$ cat config.mk
export PLATFORM = sky130hd
export DESIGN_NAME = mbist_march_ctrl_flat
export DESIGN_NICKNAME = d
export VERILOG_FILES = /design/src/rtl/mbist_pkg.sv /design/src/rtl/mbist_march_ctrl_if.sv /design/src/rtl/mbist_addr_gen.sv /design/src/rtl/mbist_march_ctrl.sv /design/src/flat_wrapper.sv
export SDC_FILE = /design/constraint.sdc
export NUM_CORES = 1
export LEC_CHECK = 0
export ABC_AREA = 1
export CORE_ASPECT_RATIO = 0.9
export CORE_MARGIN = 3
export CORE_UTILIZATION = 55
export CTS_BUF_LIST = sky130_fd_sc_hd__clkbuf_16
export DETAILED_ROUTE_END_ITERATION = 7
export DONT_BUFFER_PORTS = 1
export PLACE_DENSITY = 0.76
export SYNTH_ARGS = -nofsm -noshare
export SYNTH_HDL_FRONTEND = slang
export SYNTH_HIERARCHICAL = 1
export SYNTH_SLANG_ARGS = --single-unit
$ cat constraint.sdc
create_clock -name clk -period 3.54 [get_ports clk]
set_clock_uncertainty 0.2 [all_clocks]
set_input_delay 0.354 -clock clk [delete_from_list [all_inputs] [get_ports clk]]
set_output_delay 0.354 -clock clk [all_outputs]
set_load 0.01 [all_outputs]
$ cat src/rtl/mbist_pkg.sv
// mbist_pkg: March C- element table and controller state encoding.
package mbist_pkg;
    localparam int MARCH_NUM_ELEM = 6;
    typedef enum logic [1:0] {IDLE, RUN, DRAIN, DONE} state_t;
    typedef struct packed {
        logic       down;
        logic       two;
        logic [1:0] rd;
        logic [1:0] val;
    } march_elem_t;
    // bit [i] of rd/val describes op i of the element: read-vs-write and background
    function automatic march_elem_t march_elem(input logic [2:0] e);
        case (e)
            3'd0:    march_elem = '{down: 1'b0, two: 1'b0, rd: 2'b00, val: 2'b00};
            3'd1:    march_elem = '{down: 1'b0, two: 1'b1, rd: 2'b01, val: 2'b10};
            3'd2:    march_elem = '{down: 1'b0, two: 1'b1, rd: 2'b01, val: 2'b01};
            3'd3:    march_elem = '{down: 1'b1, two: 1'b1, rd: 2'b01, val: 2'b10};
            3'd4:    march_elem = '{down: 1'b1, two: 1'b1, rd: 2'b01, val: 2'b01};
            default: march_elem = '{down: 1'b0, two: 1'b0, rd: 2'b01, val: 2'b00};
        endcase
    endfunction
endpackage

$ cat src/rtl/mbist_march_ctrl_if.sv
// mbist_mem_if: single-port sync SRAM request/response bundle.
interface mbist_mem_if #(parameter int pADDR_WIDTH = 4, parameter int pDATA_WIDTH = 2);
    logic                   cs;
    logic                   we;
    logic [pADDR_WIDTH-1:0] addr;
    logic [pDATA_WIDTH-1:0] din;
    logic [pDATA_WIDTH-1:0] dout;
    modport master (output cs, we, addr, din, input dout);
    modport slave  (input cs, we, addr, din, output dout);
endinterface

$ cat src/rtl/mbist_addr_gen.sv
// mbist_addr_gen: up/down address counter with start-address load and terminal flag.
module mbist_addr_gen #(parameter int pADDR_WIDTH = 4) (
    input  logic                   clk,
    input  logic                   rst,
    input  logic                   load,
    input  logic                   load_down,
    input  logic                   step,
    input  logic                   down,
    output logic [pADDR_WIDTH-1:0] addr,
    output logic                   last
);
    assign last = down ? (addr == '0) : (&addr);
    always_ff @(posedge clk or posedge rst) begin
        if (rst) addr <= '0;
        else if (load) addr <= load_down ? '1 : '0;
        else if (step) addr <= down ? addr - 1'b1 : addr + 1'b1;
    end
endmodule

$ cat src/rtl/mbist_march_ctrl.sv
// mbist_march_ctrl: March C- BIST controller owning the SRAM port while testing,
// passing functional traffic through when idle, with first-fail capture.
module mbist_march_ctrl #(
    parameter int pADDR_WIDTH = 4,
    parameter int pDATA_WIDTH = 2,
    parameter int pFCNT_WIDTH = 8
) (
    input  logic                   clk,
    input  logic                   rst,
    input  logic                   start,
    output logic                   busy,
    output logic                   done,
    output logic                   fail,
    output logic [pFCNT_WIDTH-1:0] fail_cnt,
    output logic [pADDR_WIDTH-1:0] fail_addr,
    output logic [2:0]             fail_elem,
    output logic [pDATA_WIDTH-1:0] fail_exp,
    output logic [pDATA_WIDTH-1:0] fail_act,
    mbist_mem_if.slave             sys,
    mbist_mem_if.master            mem
);
    import mbist_pkg::*;
    state_t                 state;
    logic [2:0]             elem, elem_nxt, op_elem, p_elem;
    logic                   opi, ag_last, accept, issue, last_op, elem_end, run_end, miscmp;
    logic                   op_cs, op_we, op_last, p_valid;
    logic [pADDR_WIDTH-1:0] addr, op_addr, p_addr;
    logic [pDATA_WIDTH-1:0] op_din, p_exp;
    march_elem_t            me, me_nxt;
    assign me       = march_elem(elem);
    assign accept   = start & (state == IDLE || state == DONE);
    assign issue    = accept | (state == RUN & ~op_last);
    assign last_op  = ~me.two | opi;
    assign elem_end = last_op & ag_last;
    assign run_end  = elem_end & (elem == 3'(MARCH_NUM_ELEM - 1));
    assign elem_nxt = run_end ? 3'd0 : elem + 3'd1;
    assign me_nxt   = march_elem(elem_nxt);
    assign miscmp   = p_valid & (mem.dout != p_exp);
    assign mem.cs   = busy ? op_cs : sys.cs;
    assign mem.we   = busy ? op_we : sys.we;
    assign mem.addr = busy ? op_addr : sys.addr;
    assign mem.din  = busy ? op_din : sys.din;
    assign sys.dout = mem.dout;
    mbist_addr_gen #(.pADDR_WIDTH(pADDR_WIDTH)) u_addr_gen (
        .clk      (clk),
        .rst      (rst),
        .load     (issue & elem_end),
        .load_down(me_nxt.down),
        .step     (issue & last_op & ~ag_last),
        .down     (me.down),
        .addr     (addr),
        .last     (ag_last)
    );
    always_ff @(posedge clk or posedge rst) begin
        if (rst) begin
            state     <= IDLE;
            busy      <= 1'b0;
            done      <= 1'b0;
            fail      <= 1'b0;
            fail_cnt  <= '0;
            fail_addr <= '0;
            fail_elem <= '0;
            fail_exp  <= '0;
            fail_act  <= '0;
            elem      <= '0;
            opi       <= 1'b0;
            op_cs     <= 1'b0;
            op_we     <= 1'b0;
            op_last   <= 1'b0;
            op_addr   <= '0;
            op_din    <= '0;
            op_elem   <= '0;
            p_valid   <= 1'b0;
            p_exp     <= '0;
            p_addr    <= '0;
            p_elem    <= '0;
        end else begin
            op_cs   <= issue;
            op_we   <= issue & ~me.rd[opi];
            op_addr <= addr;
            op_din  <= {pDATA_WIDTH{me.val[opi]}};
            op_elem <= elem;
            op_last <= issue & run_end;
            // read data is registered in the SRAM, so the compare lags the read by one edge
            p_valid <= op_cs & ~op_we;
            p_exp   <= op_din;
            p_addr  <= op_addr;
            p_elem  <= op_elem;
            if (issue) begin
                elem <= elem_end ? elem_nxt : elem;
                opi  <= ~last_op;
            end
            if (accept) begin
                state     <= RUN;
                busy      <= 1'b1;
                done      <= 1'b0;
                fail      <= 1'b0;
                fail_cnt  <= '0;
                fail_addr <= '0;
                fail_elem <= '0;
                fail_exp  <= '0;
                fail_act  <= '0;
            end else if (state == RUN && op_last) begin
                state <= DRAIN;
            end else if (state == DRAIN) begin
                state <= DONE;
                busy  <= 1'b0;
                done  <= 1'b1;
            end
            if (miscmp) begin
                fail     <= 1'b1;
                fail_cnt <= fail_cnt + {{(pFCNT_WIDTH-1){1'b0}}, ~&fail_cnt};
                if (!fail) begin
                    fail_addr <= p_addr;
                    fail_elem <= p_elem;
                    fail_exp  <= p_exp;
                    fail_act  <= mem.dout;
                end
            end
        end
    end
endmodule

$ cat src/flat_wrapper.sv
// flat-port wrapper written by rule: the top's interface ports become plain ports
module mbist_march_ctrl_flat import mbist_pkg::*;
#(
    parameter int pADDR_WIDTH = 4,
    parameter int pDATA_WIDTH = 2,
    parameter int pFCNT_WIDTH = 8
)
  (clk, rst, start, busy, done, fail, fail_cnt, fail_addr, fail_elem, fail_exp, fail_act, sys_cs, sys_we, sys_addr, sys_din, sys_dout, mem_cs, mem_we, mem_addr, mem_din, mem_dout);
  mbist_mem_if #(.pADDR_WIDTH(pADDR_WIDTH), .pDATA_WIDTH(pDATA_WIDTH)) sys_i ();
  mbist_mem_if #(.pADDR_WIDTH(pADDR_WIDTH), .pDATA_WIDTH(pDATA_WIDTH)) mem_i ();
  input  logic clk;
  input  logic rst;
  input  logic start;
  output logic busy;
  output logic done;
  output logic fail;
  output logic [pFCNT_WIDTH-1:0] fail_cnt;
  output logic [pADDR_WIDTH-1:0] fail_addr;
  output logic [2:0] fail_elem;
  output logic [pDATA_WIDTH-1:0] fail_exp;
  output logic [pDATA_WIDTH-1:0] fail_act;
  input wire logic [$bits(sys_i.cs)-1:0] sys_cs;
  input wire logic [$bits(sys_i.we)-1:0] sys_we;
  input wire logic [$bits(sys_i.addr)-1:0] sys_addr;
  input wire logic [$bits(sys_i.din)-1:0] sys_din;
  output wire logic [$bits(sys_i.dout)-1:0] sys_dout;
  output wire logic [$bits(mem_i.cs)-1:0] mem_cs;
  output wire logic [$bits(mem_i.we)-1:0] mem_we;
  output wire logic [$bits(mem_i.addr)-1:0] mem_addr;
  output wire logic [$bits(mem_i.din)-1:0] mem_din;
  input wire logic [$bits(mem_i.dout)-1:0] mem_dout;
  assign sys_i.cs = sys_cs;
  assign sys_i.we = sys_we;
  assign sys_i.addr = sys_addr;
  assign sys_i.din = sys_din;
  assign sys_dout = sys_i.dout;
  assign mem_cs = mem_i.cs;
  assign mem_we = mem_i.we;
  assign mem_addr = mem_i.addr;
  assign mem_din = mem_i.din;
  assign mem_i.dout = mem_dout;
  mbist_march_ctrl #(.pADDR_WIDTH(pADDR_WIDTH), .pDATA_WIDTH(pDATA_WIDTH), .pFCNT_WIDTH(pFCNT_WIDTH)) u_core (.clk(clk), .rst(rst), .start(start), .busy(busy), .done(done), .fail(fail), .fail_cnt(fail_cnt), .fail_addr(fail_addr), .fail_elem(fail_elem), .fail_exp(fail_exp), .fail_act(fail_act), .sys(sys_i), .mem(mem_i));
endmodule
==> run summary <==
Summing every instance area after synthesis gives 0.00254 mm^2. sky130_fd_sc_hd__dfrtp_1 takes more of the synthesized area than any other cell. The post-synthesis share of cell area spent on and, or, nand and nor gates is 0.244. In this run, the number of DRC markers left after iteration 0 of detailed routing was 178. Yosys printed 6 warnings. The synthesized netlist contains 33 unique library cells. The tools report the startpoint class of the critical path as a flop. Synthesis inferred 52 register bits. For this run, the post-layout net count is 314. The tools report the startpoint of the lowest-slack register-to-register path as u_core/elem[0].

STA classifies the critical path endpoint as a flop. The tools report the sequential share of the synthesized area as 0.512. The worst ir drop on vdd is 0.471 mV. The die covers 0.00547 mm^2. The count of nets left with antenna violations once routing finished came out at 0. For the initial antenna violation count, the log shows 0. The endpoint required time on the critical path came out at 3.51 ns. Of all nets on the critical path, the largest fanout is 5. Ranked by total cell area, the synthesized netlist is headed by sky130_fd_sc_hd__dfrtp_1, sky130_fd_sc_hd__nand2_1, sky130_fd_sc_hd__ha_1. Hold timing on the final database bottoms out at a slack of 0.153 ns.

The average cell area after synthesis works out to 8.91 um^2. TritonCTS built the clock tree. The root buffer cell chosen for the clock tree is sky130_fd_sc_hd__clkbuf_16. The adder and majority gate portion of the synthesized area is 0.0670, and the post-route worst setup slack is 0.744 ns. The slew of the pin with the lowest slew margin was 0.940 ns; the max-capacitance violation count was 0. For this design the ratio of total power to cell area is 891 mW/mm^2. The wire-length estimate of the detail-placed layout is 3.50 mm. The area taken by flip-flops and latches is 0.00130 mm^2, and the maximum clock insertion buffer count is 2. The detail-routed via count per cell was 5.30. Static timing analysis puts the maximum clock frequency at 0.358 GHz.

The synthesized-area fraction occupied by ao, oa, aoi and oai cells works out to 0.0995. Setup violations remaining at the end of the flow were counted as 0. The maximum number of pins on one net before global-route repair is 49. The endpoint of the worst hold path is u_core/fail. The count of input and output buffers is 0, and the via count of the first global-routing pass is 1773. The run gives 1849 as the total number of vias.

The worst-case headroom to the max-slew limit was 0.373. OpenSTA, run right after detailed placement, puts the worst setup slack at 0.759 ns. The run finished with clean final reports. Synthesized instance count: 285. The logs give 0.29 ns for the clock insertion delay at the later pin of the skew report and 354 for the number of inserted filler cells in the final layout.

For flop-to-flop paths, the worst setup slack is 0.74 ns. The tools report the overall track demand over capacity in global routing as 0.191. Setup repair after global routing left no endpoint under its margin. The tools report the effective utilization at floorplan as 0.595. The number of clock sinks is 52, and the height of the die is 70.5 um.

The top-area cell type share of the netlist area was 0.512; the clock transition at the registers of the reported paths was 0.07 ns. The most common cell in the synthesized netlist is sky130_fd_sc_hd__nand2_1. The final layout contains routed wiring with a total length of 4.80 mm. Share of the clock period used by the worst path after layout: 0.790. The fraction of layout instances using a drive strength above 1 came out at 0.114. The number of cells on the worst reg-to-reg path is 17. From synthesis to final layout, the design area changed by 7.54%. Endpoint of the worst-slack reg-to-reg timing path: u_core/u_addr_gen/addr[0].

The path type of the worst setup path is flop to flop. The tools report the total CTS buffers as 5. The worst hold path begins at mem_dout[0].

The setup TNS after final layout came out at 0 ns. The count of final max-slew check failures was 0. Share of flip-flops with an asynchronous set or reset: 1.00.

For this run the aggregate overflow at the end of global routing stands at 0. In this run the standard cell core region covers 0.00427 mm^2. In the synthesized netlist, the cells that appear most often are sky130_fd_sc_hd__nand2_1, sky130_fd_sc_hd__dfrtp_1, sky130_fd_sc_hd__inv_1, sky130_fd_sc_hd__nor2_1, sky130_fd_sc_hd__nand3_1. The first-pass iteration count of the detailed router is 4.

The floorplan has 22 rows. The first global-routing pass estimated 8.18 mm of wire. The number of cells on the worst hold path was 3; the multiplexer share of the synthesized area was 0. The number of nets in the synthesized netlist is 311. The logs give 1.38 nW for the static leakage and 0.00105 mm^2 for the multi-input logic area. The run gives 2.77 ns as the arrival time of the worst setup path. The run gives 0 as the number of endpoints with negative hold slack in the final report.

45 I/O pins were placed. The average routed wire per standard cell is 13.8 um, and the total number of H-tree levels is 2. After detailed routing, the number of remaining DRC violations is 0. By area, the combinational part of the netlist is dominated by simple AND/OR/NAND/NOR gates. The post-synthesis share of cell area spent on xor and xnor gates is 0.00345, and the fraction of the core area covered by cells at the end of the flow is 0.640. The minimum clock period after layout is 2.80 ns, and the global placement routability congestion is 0.824. The synthesized design contains 0 enable-type register cells. The width of the die was 77.6 um. The min-delay analysis places its worst path in the category input port to flop. 0 antenna diodes ended up in the layout.

Most used flip-flop cell after synthesis: sky130_fd_sc_hd__dfrtp_1. In this run the post-CTS setup repair buffer count came out at 0.
-- area by class of cell --
cell class,instances,share of cell area
clock buffer,5,0.0458
inverter,34,0.0467
sequential,52,0.476
tap,60,0.0275
timing repair buffer,3,0.0110
multi-input combinational,192,0.385
clock inverter,3,0.00733
-- sequential cells by signal, summed over array words and instances (netlist names) --
name and count:
u_core/fail 1, u_core/done 1, u_core/u_addr_gen/addr 4, u_core/fail_elem 3, u_core/op_we 1, u_core/op_addr 4
u_core/op_din 1, u_core/p_elem 3, u_core/p_addr 4, u_core/op_cs 1, u_core/state 2, u_core/fail_act 2
u_core/fail_exp 2, u_core/opi 1, u_core/p_valid 1, u_core/fail_cnt 8, u_core/op_last 1, u_core/elem 3
u_core/op_elem 3, u_core/busy 1, u_core/fail_addr 4, u_core/p_exp 1
-- how the worst max path moves through the flow --
stage	start	endpoint	slack, ns	cells past startpoint
floorplan	u_core/elem[0]	u_core/u_addr_gen/addr[0]	1.08	17
global placement	u_core/elem[0]	u_core/u_addr_gen/addr[0]	0.92	17
detailed placement	u_core/elem[0]	u_core/u_addr_gen/addr[0]	0.76	17
CTS	u_core/elem[0]	u_core/u_addr_gen/addr[0]	0.75	17
global route	u_core/elem[0]	u_core/u_addr_gen/addr[0]	0.46	17
finish	u_core/elem[0]	u_core/u_addr_gen/addr[0]	0.74	17
-- cells in the final DEF (no fill, tap or decap), types with 2 or more instances in the layout --
master                          Yosys  final
sky130_fd_sc_hd__dlygate4sd3_1      0      3
sky130_fd_sc_hd__nand2_1           93     93
sky130_fd_sc_hd__inv_2              2      3
sky130_fd_sc_hd__nor2_1            16     16
sky130_fd_sc_hd__ha_1              12     12
sky130_fd_sc_hd__o22ai_1            2      2
sky130_fd_sc_hd__o21ai_2           10     10
sky130_fd_sc_hd__o21a_1             3      3
sky130_fd_sc_hd__nand3_1           14     14
sky130_fd_sc_hd__inv_1             31     31
sky130_fd_sc_hd__clkbuf_16          0      5
sky130_fd_sc_hd__o21ai_1            3      3
sky130_fd_sc_hd__a21oi_1            7      7
sky130_fd_sc_hd__nand2_2            5      5
sky130_fd_sc_hd__nor2_4             2      2
sky130_fd_sc_hd__dfrtp_1           52     52
sky130_fd_sc_hd__o21ai_0           11     11
-- worst max-delay path, stage by stage (launching register included) --
cell and delay, ns:
sky130_fd_sc_hd__dfrtp_1 0.41, sky130_fd_sc_hd__inv_1 0.13, sky130_fd_sc_hd__ha_1 0.21, sky130_fd_sc_hd__inv_1 0.14
sky130_fd_sc_hd__nand2_1 0.09, sky130_fd_sc_hd__o21a_1 0.19, sky130_fd_sc_hd__inv_2 0.09, sky130_fd_sc_hd__nand2_2 0.05
sky130_fd_sc_hd__o22ai_1 0.34, sky130_fd_sc_hd__nand2_1 0.10, sky130_fd_sc_hd__nor2_1 0.14, sky130_fd_sc_hd__nand2_2 0.12
sky130_fd_sc_hd__nand3_1 0.09, sky130_fd_sc_hd__nand2_1 0.07, sky130_fd_sc_hd__nand2_1 0.09, sky130_fd_sc_hd__inv_1 0.06
sky130_fd_sc_hd__a21oi_1 0.10, sky130_fd_sc_hd__o21ai_1 0.07
-- repair_timing --
action	CTS	global route
endpoints found under the setup margin	0	0
hold buffers	3	0
hold endpoints to repair	54	0
resized for setup	0	0
-- layer usage --
metal | up-vias | track usage | share of wire
met5 | - | 0 | 0
met4 | 0 | 0.0988 | 0.033
met3 | 15 | 0.0619 | 0.048
met2 | 42 | 0.294 | 0.46
met1 | 891 | 0.241 | 0.46
li1 | 901 | - | -
-- cells by family (layout without fill, tap and decap cells) --
logic type | Yosys count | count (layout)
simple gates | 140 | 140
flops | 52 | 52
buf+inv | 41 | 45
compound gates | 38 | 38
fa+ha+maj | 13 | 13
xor+xnor | 1 | 1
-- power by group --
group          leakage [nW]  switching (W)  internal [W]
Clock                0.0712       0.000211      0.000261
Sequential            0.658       0.000221      0.000815
Combinational         0.649       0.000574      0.000350
Total                  1.38        0.00101       0.00143
-- metrics by stage --
step	instances	cell area, um^2	power, W
finish	349	2730	0.00243
global route	349	2730	0.00262
CTS	349	2730	0.00244
detailed placement	338	2560	0.00196
global placement	338	2560	0.00191
floorplan	285	2540	0.00177
Note: power is estimated with default switching activity, not from simulation.
